==> src/rtl/draw_pkg.sv <==
// Shared definitions for the draw-position arbiter: screen geometry,
// coordinate width, source identifiers and the FSM state encoding.
package draw_pkg;

  localparam int COORD_W  = 12;
  localparam int SCREEN_W = 800;
  localparam int SCREEN_H = 600;

  localparam logic SRC_A = 1'b0;
  localparam logic SRC_B = 1'b1;

  typedef enum logic [1:0] {
    ST_IDLE       = 2'd0,
    ST_ARB        = 2'd1,
    ST_SEND       = 2'd2,
    ST_WAIT_FRAME = 2'd3
  } state_e;

endpackage

==> src/rtl/draw_pos_arbiter.sv <==
// Frame-scheduled arbiter between two position sources (local mouse A,
// remote player B). Each source is served at most once per frame, in
// round-robin order; captured coordinates are clamped to the screen and
// held on a valid/ready interface until the draw stage accepts them.
module draw_pos_arbiter
  import draw_pkg::*;
#(
  parameter int unsigned X_MAX = SCREEN_W - 1,
  parameter int unsigned Y_MAX = SCREEN_H - 1
) (
  input  logic               clk,
  input  logic               rst_n,
  input  logic               frame_start,
  input  logic               req_a,
  input  logic [COORD_W-1:0] xpos_a_in,
  input  logic [COORD_W-1:0] ypos_a_in,
  input  logic               req_b,
  input  logic [COORD_W-1:0] xpos_b_in,
  input  logic [COORD_W-1:0] ypos_b_in,
  output logic               gnt_a,
  output logic               gnt_b,
  input  logic               ready_in,
  output logic               valid_out,
  output logic               src_out,
  output logic [COORD_W-1:0] xpos_out,
  output logic [COORD_W-1:0] ypos_out,
  output logic               frame_done
);

  localparam logic [COORD_W-1:0] X_LIM = COORD_W'(X_MAX);
  localparam logic [COORD_W-1:0] Y_LIM = COORD_W'(Y_MAX);

  state_e             state_q, state_d;
  logic               served_a_q, served_a_d;
  logic               served_b_q, served_b_d;
  logic               ptr_q, ptr_d;
  logic               pending_q, pending_d;
  logic               valid_q, valid_d;
  logic               src_q, src_d;
  logic [COORD_W-1:0] xpos_q, xpos_d;
  logic [COORD_W-1:0] ypos_q, ypos_d;
  logic               gnt_a_q, gnt_a_d;
  logic               gnt_b_q, gnt_b_d;
  logic               frame_done_q, frame_done_d;

  logic               elig_a, elig_b;
  logic               pick_src;
  logic               grant;
  logic               xfer_done;
  logic               pending_now;
  logic               both_served;
  logic [COORD_W-1:0] xpos_sel, ypos_sel;
  logic [COORD_W-1:0] xpos_clamped, ypos_clamped;

  // Arbitration decision: eligible sources, round-robin pick, handshake.
  always_comb begin
    elig_a = req_a & ~served_a_q;
    elig_b = req_b & ~served_b_q;
    if (elig_a && elig_b) begin
      pick_src = ptr_q;
    end else if (elig_b) begin
      pick_src = SRC_B;
    end else begin
      pick_src = SRC_A;
    end
    // A frame_start seen in ARB only restarts the frame; granting waits a cycle.
    grant       = (state_q == ST_ARB) && !frame_start && (elig_a || elig_b);
    xfer_done   = (state_q == ST_SEND) && valid_q && ready_in;
    pending_now = pending_q || frame_start;
    both_served = served_a_q && served_b_q;
  end

  // Capture path: select the winner's coordinates and clamp to the screen.
  always_comb begin
    xpos_sel     = (pick_src == SRC_B) ? xpos_b_in : xpos_a_in;
    ypos_sel     = (pick_src == SRC_B) ? ypos_b_in : ypos_a_in;
    xpos_clamped = (xpos_sel > X_LIM) ? X_LIM : xpos_sel;
    ypos_clamped = (ypos_sel > Y_LIM) ? Y_LIM : ypos_sel;
  end

  // Next-state logic of the scheduling FSM.
  always_comb begin
    state_d = state_q;
    unique case (state_q)
      ST_IDLE: begin
        if (frame_start) state_d = ST_ARB;
      end
      ST_ARB: begin
        if (grant) state_d = ST_SEND;
      end
      ST_SEND: begin
        if (xfer_done) begin
          state_d = (!pending_now && both_served) ? ST_WAIT_FRAME : ST_ARB;
        end
      end
      ST_WAIT_FRAME: begin
        if (frame_start) state_d = ST_ARB;
      end
      default: state_d = ST_IDLE;
    endcase
  end

  // Output/datapath logic: served flags, pointer, held transfer, pulses.
  always_comb begin
    // NOTE: every variable gets a default before the case so no path can
    // leave it unassigned; otherwise synthesis infers a latch.
    served_a_d   = served_a_q;
    served_b_d   = served_b_q;
    ptr_d        = ptr_q;
    pending_d    = pending_q;
    valid_d      = valid_q;
    src_d        = src_q;
    xpos_d       = xpos_q;
    ypos_d       = ypos_q;
    gnt_a_d      = 1'b0;
    gnt_b_d      = 1'b0;
    frame_done_d = 1'b0;
    unique case (state_q)
      ST_IDLE, ST_WAIT_FRAME: begin
        if (frame_start) begin
          served_a_d = 1'b0;
          served_b_d = 1'b0;
        end
      end
      ST_ARB: begin
        if (frame_start) begin
          served_a_d = 1'b0;
          served_b_d = 1'b0;
        end else if (grant) begin
          valid_d = 1'b1;
          src_d   = pick_src;
          xpos_d  = xpos_clamped;
          ypos_d  = ypos_clamped;
          if (pick_src == SRC_B) begin
            gnt_b_d    = 1'b1;
            served_b_d = 1'b1;
          end else begin
            gnt_a_d    = 1'b1;
            served_a_d = 1'b1;
          end
        end
      end
      ST_SEND: begin
        if (frame_start) pending_d = 1'b1;
        if (xfer_done) begin
          valid_d = 1'b0;
          ptr_d   = ~src_q;
          if (pending_now) begin
            // A new frame opened while this transfer was in flight.
            served_a_d = 1'b0;
            served_b_d = 1'b0;
            pending_d  = 1'b0;
          end else if (both_served) begin
            frame_done_d = 1'b1;
          end
        end
      end
      default: ;
    endcase
  end

  // State and datapath registers; reset drops any held transfer at once.
  always_ff @(posedge clk or negedge rst_n) begin
    if (!rst_n) begin
      state_q      <= ST_IDLE;
      served_a_q   <= 1'b0;
      served_b_q   <= 1'b0;
      ptr_q        <= SRC_A;
      pending_q    <= 1'b0;
      valid_q      <= 1'b0;
      src_q        <= SRC_A;
      xpos_q       <= '0;
      ypos_q       <= '0;
      gnt_a_q      <= 1'b0;
      gnt_b_q      <= 1'b0;
      frame_done_q <= 1'b0;
    end else begin
      // NOTE: non-blocking assignments so every flop samples pre-edge values.
      state_q      <= state_d;
      served_a_q   <= served_a_d;
      served_b_q   <= served_b_d;
      ptr_q        <= ptr_d;
      pending_q    <= pending_d;
      valid_q      <= valid_d;
      src_q        <= src_d;
      xpos_q       <= xpos_d;
      ypos_q       <= ypos_d;
      gnt_a_q      <= gnt_a_d;
      gnt_b_q      <= gnt_b_d;
      frame_done_q <= frame_done_d;
    end
  end

  assign gnt_a      = gnt_a_q;
  assign gnt_b      = gnt_b_q;
  assign valid_out  = valid_q;
  assign src_out    = src_q;
  assign xpos_out   = xpos_q;
  assign ypos_out   = ypos_q;
  assign frame_done = frame_done_q;

endmodule

==> config.mk <==
export PLATFORM = sky130hd
export DESIGN_NAME = draw_pos_arbiter
export DESIGN_NICKNAME = d
export VERILOG_FILES = /design/src/rtl/draw_pkg.sv /design/src/rtl/draw_pos_arbiter.sv
export SDC_FILE = /design/constraint.sdc
export NUM_CORES = 1
export LEC_CHECK = 0
export ABC_AREA = 1
export CAP_MARGIN = 20
export CORE_MARGIN = 5
export CORE_UTILIZATION = 45
export CTS_CLUSTER_DIAMETER = 80
export DETAILED_ROUTE_END_ITERATION = 16
export GPL_TIMING_DRIVEN = 0
export PLACE_DENSITY = 0.89
export SYNTH_ARGS = -nofsm -noshare
export SYNTH_HDL_FRONTEND = slang
export SYNTH_SLANG_ARGS = --single-unit
==> constraint.sdc <==
create_clock -name clk -period 4.77 [get_ports clk]
set_clock_uncertainty 0.1 [all_clocks]
set_input_delay 0.7155 -clock clk [delete_from_list [all_inputs] [get_ports clk]]
set_output_delay 0.7155 -clock clk [all_outputs]
set_load 0.01 [all_outputs]
Word level (Yosys, flattened, before mapping)
Cells that the tools add are included.

$add $sub $neg: 0. Mux-type cells: 41. Eq/ne operators: 11. Divide/modulo/power cells: 0. Bitwise operators: 6. Multiply operators: 0. Magnitude comparators: 2. Shift-type cells: 0. Reduce and logical (&&, ||, !) cells: 20.

Operator list (number): $mux W12 (4); $mux W1 (29); $gt A12 B10 Y1 const B (2); $reduce_and A5 Y1 (2); $ne A3 B3 Y1 const B (3); $mux W2 (4); $ne A2 B2 Y1 const B (4); $logic_and A1 B1 Y1 (7); $pmux W1 S3 (2); $pmux W2 S3 (1); $reduce_and A3 Y1 (2); $eq A2 B2 Y1 const B (2); $not A1 Y1 (4); $reduce_and A4 Y1 (1); $and A1 B1 Y1 (2); $eq A2 B1 Y1 const B (1); $logic_not A1 Y1 (2); $logic_not A2 Y1 (1); $logic_or A1 B1 Y1 (2); $ne A2 B1 Y1 const B (1); $pmux W1 S2 (1); $reduce_and A2 Y1 (1); $reduce_bool A2 Y1 (1); $reduce_or A2 Y1 (1).

Flip-flop bits (word level): 35. Input bits: 54. Bits in read-only memories: 0. Bits in latches: 0. Memories kept: 0. RAM bits: 0. Word-level logic and storage cells: 92.

Logic depth before layout (Yosys ltp)
Gate-level depths: netlist (run 1).

Word-level depth: 8. Mapped depth: 14. Depth with buffers taken out: 13.

Least setup slack after synthesis (run 1)
No wires, ideal clock.

Path kind: input to register. Start: in frame_start. End: reg ypos_q[2] (netlist: ypos_out[2]). Required time: 4547 ps. Path buffers: 1. Cell stages on the path: 9. Data arrival time: 1546 ps. Setup slack: 3001 ps. Path through: inv_1 > nand2_1 > inv_1 > nand2_2 > inv_1 > buf_2 > nand2_1 > a21oi_1 > a21oi_1.

Word-level cells in the longest chain between the ends: 4.

RTL lines: start: declaration (RTL line draw_pos_arbiter.sv:13) `input logic frame_start,`; $logic_not A1 Y1 (RTL line draw_pos_arbiter.sv:67) `grant = (state_q == ST_ARB) && !frame_start && (elig_a || elig_b);`; $logic_and A1 B1 Y1 (2 in a row) (RTL line draw_pos_arbiter.sv:67); $reduce_and A3 Y1 (no source line) (*); end signal: assignment (RTL line draw_pos_arbiter.sv:187) `ypos_q <= ypos_d;`; end: declaration (RTL line draw_pos_arbiter.sv:41) `logic [COORD_W-1:0] ypos_q, ypos_d;`.

Every way passes the cells marked *; elsewhere a longest branch is shown, timed or not. A chain may end at the register's enable or synchronous reset.

Final worst setup path (run 1)
Start: in req_b. End: reg xpos_q[2] (netlist: xpos_out[2]).

Word-level cells in the longest chain between the ends: 6.

RTL lines: start: declaration (RTL line draw_pos_arbiter.sv:17) `input logic req_b,`; $and A1 B1 Y1 (*) (RTL line draw_pos_arbiter.sv:58) `elig_b = req_b & ~served_b_q;`; $mux W1 / $logic_and A1 B1 Y1 (equally long branches) (RTL line draw_pos_arbiter.sv:61, draw_pos_arbiter.sv:59); $mux W1 (RTL line draw_pos_arbiter.sv:59) `if (elig_a && elig_b) begin`; $mux W12 (RTL line draw_pos_arbiter.sv:75) `xpos_sel = (pick_src == SRC_B) ? xpos_b_in : xpos_a_in;`; $gt A12 B10 Y1 (RTL line draw_pos_arbiter.sv:77) `xpos_clamped = (xpos_sel > X_LIM) ? X_LIM : xpos_sel;`; $mux W12 (RTL line draw_pos_arbiter.sv:77); end signal: assignment (RTL line draw_pos_arbiter.sv:186) `xpos_q <= xpos_d;`; end: declaration (RTL line draw_pos_arbiter.sv:40) `logic [COORD_W-1:0] xpos_q, xpos_d;`.

Marks and branches as above.

==> results of run 1 <==
## through the flow
step                 power, W  hold slack, ns  util [%]  instances  setup slack (ns)
detailed placement   0.001183          0.3673     68.21        362             2.201
CTS                  0.001512          0.3850     71.55        370             2.512
floorplan           0.0008633          0.3199         -        230             3.001
finish               0.001500          0.3917     71.55        370             2.526
global placement     0.001165          0.3619     68.34        362             2.154
global route         0.001611          0.4181     71.55        370             2.397
## per-layer routing
metal,vias up,part of all wire (%)
met4,0,1.4
met3,6,10
li1,899,-
met2,79,51
met1,822,37
met5,-,0
## cells by family (layout without fill, tap and decap cells)
| group | after synthesis | count (layout) |
|---|---|---|
| buffers and inverters | 38 | 128 |
| adders and majority gates | 2 | 2 |
| DFF | 35 | 35 |
| muxes | 6 | 6 |
| AOI/OAI and AO/OA | 39 | 39 |
| and+or+nand+nor | 110 | 110 |
## final timing paths
path	end	start	slack [ns]	depth (start not counted)
worst max-delay path	xpos_out[2]	req_b	2.53	10
worst min-delay path	ypos_out[7]	ypos_out[7]	0.39	2
worst max register to register	ypos_out[2]	state_q[1]	2.87	10
worst min register to register	ypos_out[7]	ypos_out[7]	0.39	2
max in group asynchronous	valid_out	rst_n	3.66	1
min in group asynchronous	src_out	rst_n	0.41	1
## power breakdown
part           total (W)  switching [W]  internal, W  leakage [nW]
sequential      0.000475      0.0000666     0.000408         0.414
clock           0.000317       0.000108     0.000209        0.0654
combinational   0.000708       0.000369     0.000339         0.827
## cell usage in the layout (no fill, tap or decap), drive strengths merged
| master | count |
|---|---|
| nor2 | 31 |
| clkdlybuf4s50 | 81 |
| bufinv | 2 |
| o21ai | 19 |
| ha | 2 |
| buf | 7 |
| dfrtp | 35 |
| nand2 | 65 |
| o22ai | 1 |
| mux2i | 6 |
| nand3 | 14 |
| inv | 32 |
| clkbuf | 6 |
| a22oi | 1 |
| o211ai | 1 |
| a31oi | 1 |
| a21oi | 15 |
| a211oi | 1 |
## worst reg2reg max path, cell delays in order (launching register included)
cell and delay (ns):
dfrtp_1 0.38, inv_1 0.08, ha_1 0.19, nand2_1 0.11, inv_1 0.10, nand2_2 0.16
inv_1 0.15, buf_2 0.24, nand2_1 0.08, a21oi_1 0.12, a21oi_1 0.08
## layout make-up
cell class,count,area (µm²),share of cell area [%]
multi-input combinational,157,783.3,27.56
timing repair buffer,82,815.8,28.71
clock buffer,6,72.57,2.554
tap,50,62.56,2.202
inverter,32,122.6,4.315
clock inverter,2,60.06,2.114
sequential,35,875.8,30.82
buffer,6,48.80,1.717
==> results.ini, run 1 <==
[outcome]
outcome = finished clean

[global_routing]
grt_pass1_vias = 1849
grt_pass1_wl_um = 8314
antenna_found_initial = 0
grt_overflow_total = 0
grt_busiest_layer = met2
grt_max_degree = 36
use_met1_pct = 21.98
grt_use_met2_pct = 35.43
grt_usage_pct = 19.98
gr-usage-met3_pct = 7.250

[clock_tree]
post-cts-setup-buffers = 0
cts_buffers = 5
holdBufCountCts = 0
clockBufferDepth = 2
root_buffer = clkbuf_8
h-tree-depth = 2
clkSlewWorstSetupHoldPaths_ns = 0.07
clock_sinks = 35
clock_latency_ns = 0.29
cts_tree = done
cts-resized-gates = 0

[worst_setup_path]
slowest_stage = clkdlybuf4s50_1
cp_max_fo = 8
crit_type = in2reg
crit_family = buffers and inverters
max_stage_delay_ns = 0.52
end_kind = flip-flop
required_ns = 4.86
cp_data_arrival_time_ns = 2.33
setup.worst_path.start_class = primary input
crit_buf_inv = 4
cp_cell_sequence = clkdlybuf4s50_1 > nand2_4 > inv_4 > nand2_4 > inv_1 > nand2_1 > a21oi_4 > nand3_1 > o21ai_1 > inv_1

[synthesis]
ys_warn_count = 0
synth_area_leaders = dfrtp_1 48%, nand2_1 12%, nor2_1 6.2%
synth-xor-area-share_pct = 0
synth-main-ff-cell = dfrtp_1
yosys.area.top_type = dfrtp_1
ys_seq_elements = 35
synth_top_family_by_area = simple AND/OR/NAND/NOR gates
synthArstFlopShare_pct = 100.0
seq_area_frac_synth_pct = 47.85
synth.avg_cell_area_um2 = 7.959
syn_nets = 286
synth_top_area_share_pct = 47.85
synth_cells = 230
yosysMostFrequentCell = nand2_1
synth.distinct_cells = 25
synthAdderAreaFrac_pct = 1.367
synth-simple-area-share_pct = 26.11
synthTopCellsByCount = 58 x nand2_1, 35 x dfrtp_1, 30 x nor2_1
synth_compound_area_share_pct = 12.03
synth-edff-count = 0
synthMuxAreaShare_pct = 3.281
syn_area_um2 = 1831

[final_layout]
nets = 375
area_growth_pct = 55.23
diodes = 0
drive_above_1_share_pct = 8.750
design_area_um2 = 2841
n_fill_cell = 318

[floorplan]
core_um2 = 3971
die-width_um = 73.78
die_y_um = 73.78
rows = 23
dieArea_um2 = 5443
ios = 83
start_util_pct = 46.09

[route]
dr_total_vias = 1806
drtPass1Iterations = 6
dr.first_iter.drc_count = 109
routed_wl_um = 4946
wl_per_cell_um = 13.37
post-route-drc-count = 0
detail-route-antenna-nets = 0
viasPerCell = 4.881

[power_and_ir_drop]
leakage_nw = 1.306
p_per_area_nw_per_um2 = 527.9
ir_drop_uv = 241.1

[place]
place_area_um2 = 2709
globalplace.congestion = 0.8055
dp_hpwl_um = 3752
portBuffers = 82

[run]
max_cap_violations = 0

[timing]
hold_viol = 0
slew_violations = 0
fin_crit_ns = 2.244
worstMarginPinSlew_ns = 0.7854
fin_crit_sh_pct = 47.04
setup-violations-final = 0
fmax_mhz = 445.6
finalSetupTns_ns = 0
relSlewSlack_pct = 47.64
rsz0062_at_grt = no

[hold_path]
hp-class = reg2reg

No activity file was read; power rests on OpenSTA's default activity.
==> inputs of run 2 (changes only) <==
--- a/config.mk
+++ b/config.mk
@@ -8,11 +8,11 @@
 export ABC_AREA = 1
 export CAP_MARGIN = 20
 export CORE_MARGIN = 5
-export CORE_UTILIZATION = 45
+export CORE_UTILIZATION = 37
 export CTS_CLUSTER_DIAMETER = 80
 export DETAILED_ROUTE_END_ITERATION = 16
 export GPL_TIMING_DRIVEN = 0
-export PLACE_DENSITY = 0.89
+export PLACE_DENSITY = 0.78
 export SYNTH_ARGS = -nofsm -noshare
 export SYNTH_HDL_FRONTEND = slang
 export SYNTH_SLANG_ARGS = --single-unit
==> constraint.sdc (replaced) <==
create_clock -name clk -period 1.8 [get_ports clk]
set_clock_uncertainty 0.1 [all_clocks]
set_input_delay 0.27 -clock clk [delete_from_list [all_inputs] [get_ports clk]]
set_output_delay 0.27 -clock clk [all_outputs]
set_load 0.01 [all_outputs]
==> results.ini, run 2 (synthesis results as in run 1) <==
[floorplan]
die_y_um = 80.34  ; +8.9%
start_util_pct = 38.50  ; -7.6 points
rows = 25  ; +8.7%
ios = 83  ; unchanged
core_um2 = 4755  ; +20%
dieArea_um2 = 6454  ; +19%
die-width_um = 80.34  ; +8.9%

[worst_setup_path]
cp_max_fo = 10  ; +2
required_ns = 1.87  ; -2.99 ns
path_common_cell = a21oi_1
setup.worst_path.start_class = flip-flop
r2r.worst_path.cells = 10  ; unchanged
end_kind = flip-flop
crit_family = buffers and inverters
ff2ff_setup_slack_ns = 0.09  ; -2.78 ns
r2r_end = ypos_out[2]
reg2reg_from = state_q[1]
cp_cell_sequence = inv_1 > ha_2 > nand2_2 > inv_4 > nand2_8 > inv_2 > buf_6 > nand2_1 > a21oi_1 > a21oi_1
crit_type = reg2reg
slowest_stage = dfrtp_1
cp_data_arrival_time_ns = 1.78  ; -0.55 ns
max_stage_delay_ns = 0.42  ; -0.10 ns
crit_buf_inv = 4  ; unchanged

[timing]
fmax_mhz = 584.2
worstMarginPinSlew_ns = 0.7821  ; -0.003298 ns
slew_violations = 0  ; unchanged
setup-violations-final = 0  ; unchanged
finalSetupTns_ns = 0  ; unchanged
relSlewSlack_pct = 47.86  ; +0.22 points
fin_crit_sh_pct = 95.10
rsz0062_at_grt = yes
layout_setup_ws_ns = 0.08826  ; -2.438 ns
hold_slack_ns = 0.3818  ; -0.009812 ns
hold_viol = 0  ; unchanged
fin_crit_ns = 1.712

[global_routing]
grt_pass1_vias = 1682  ; -9.0%
grt_usage_pct = 15.06  ; -4.9 points
grt_pass1_wl_um = 7569  ; -9.0%
antenna_found_initial = 0  ; unchanged
grt_max_degree = 36  ; unchanged
grt_overflow_total = 0  ; unchanged

[route]
post-route-drc-count = 0  ; unchanged
dr_total_vias = 1772  ; -1.9%
detail-route-antenna-nets = 0  ; unchanged
viasPerCell = 4.520  ; -7.4%
dr.first_iter.drc_count = 62  ; -43%
wl_per_cell_um = 12.28  ; -8.2%
drtPass1Iterations = 4  ; -2
routed_wl_um = 4812  ; -2.7%

[clock_tree]
clockBufferDepth = 2  ; unchanged
clock_sinks = 35  ; unchanged
clock_latency_ns = 0.29  ; about the same
cts_buffers = 5  ; unchanged
root_buffer = clkbuf_8
h-tree-depth = 2  ; unchanged
clkSlewWorstSetupHoldPaths_ns = 0.07  ; about the same
cts_tree = done

[place]
dp_hpwl_um = 3699  ; -1.4%
portBuffers = 82  ; unchanged
place_ws_ns = -0.3414  ; -2.543 ns
globalplace.congestion = 0.8401  ; +4.3%
dp.cells = 379  ; +4.7%

[final_layout]
diodes = 0  ; unchanged
area_growth_pct = 64.11
final_cell_mix = 79 x clkdlybuf4s50_1, 55 x nand2_1, 35 x dfrtp_1
layout_commonest_cell = clkdlybuf4s50_1
seq_area_um2 = 875.8  ; unchanged
n_fill_cell = 435  ; +37%
multi_input_area_um2 = 857.1  ; +9.4%
nets = 380  ; +1.3%
drive_above_1_share_pct = 14.77  ; +6.0 points
final_cells = 392  ; +5.9%

[power_and_ir_drop]
p_per_area_nw_per_um2 = 1358  ; +160%
ir_drop_uv = 673.7  ; +180%
leakage_nw = 1.346  ; +3.0%

[outcome]
outcome = finished clean

[hold_path]
worstHoldEndpoint = ypos_out[8]
worstHoldStart = ypos_out[8]
hold_depth = 2  ; unchanged
hp-class = reg2reg

[run]
max_cap_violations = 0  ; unchanged

## run 2: cell count changes in the layout (fill, tap and decap cells not counted), sizes merged
| cell | change |
|---|---|
| buf | +3 |
| bufinv | -1 |
| clkbuf | +1 |
| clkdlybuf4s50 | -2 |
| clkinv | +1 |
| clkinvlp | +1 |
| dlygate4sd3 | +1 |
| dlymetal6s2s | +2 |
| inv | -1 |
## run 2: worst max path at each step
stage / slack, ns / startpoint / cells past startpoint / endpoint
4_1_cts: 0.005 / state_q[1] / 10 / ypos_out[2]
2_1_floorplan: 0.18 / state_q[1] / 10 / ypos_out[2]
5_1_grt: -0.03 / served_a_q / 11 / xpos_out[1]
6_report: 0.09 / state_q[1] / 10 / ypos_out[2]
3_5_place_dp: -0.34 / req_b / 10 / xpos_out[8]
3_3_place_gp: -0.38 / rst_n / 1 / xpos_out[2]
## run 2: area by class of cell
type	instances	area share, %
Sequential cell	35	29.15
Clock buffer	6	2.749
Tap cell	67	2.791
Timing Repair Buffer	87	29.24
Multi-Input combinational cell	157	28.53
Inverter	32	4.290
Buffer	6	2.082
Clock inverter	2	1.166
## run 2: report_power, final
part | switching [W] | leakage (nW) | internal (W)
registers | 0.000177 | 0.414 | 0.00108
clock network | 0.000285 | 0.0612 | 0.000448
logic | 0.00105 | 0.871 | 0.00104
total | 0.00151 | 1.35 | 0.00257
## run 2: repair_timing
action                                  CTS  global route
gates resized for setup                   3            24
pin swaps                                 0             3
gates cloned                              0             1
endpoints found under the setup margin    7            27
endpoints found under the hold margin    35             0
buffers inserted                          0             3
hold buffers                              1             0
## run 2: routing by layer
layer | up-vias | GRT usage [%] | wire (µm)
met5 | - | 0 | 0
li1 | 914 | - | -
met4 | 0 | 4.392 | 39
met2 | 55 | 25.41 | 2347
met3 | 6 | 6.839 | 473
met1 | 797 | 17.00 | 1951
## run 2: through the flow
step           power [W]  util, %  cell area [µm²]
3_5_place_dp    0.003145    57.42             2730
2_1_floorplan   0.002288        -             1831
6_report        0.004080    63.18             3004
3_3_place_gp    0.003101    57.53             2735
5_1_grt         0.004374    63.18             3004
4_1_cts         0.003905    60.34             2869
## run 2: worst min-delay path, delay by kind of cell, from the launching register on
| kind | cells | cell delay, ns |
|---|---|---|
| simple gates | 2 | 0.11 |
| flops | 1 | 0.34 |
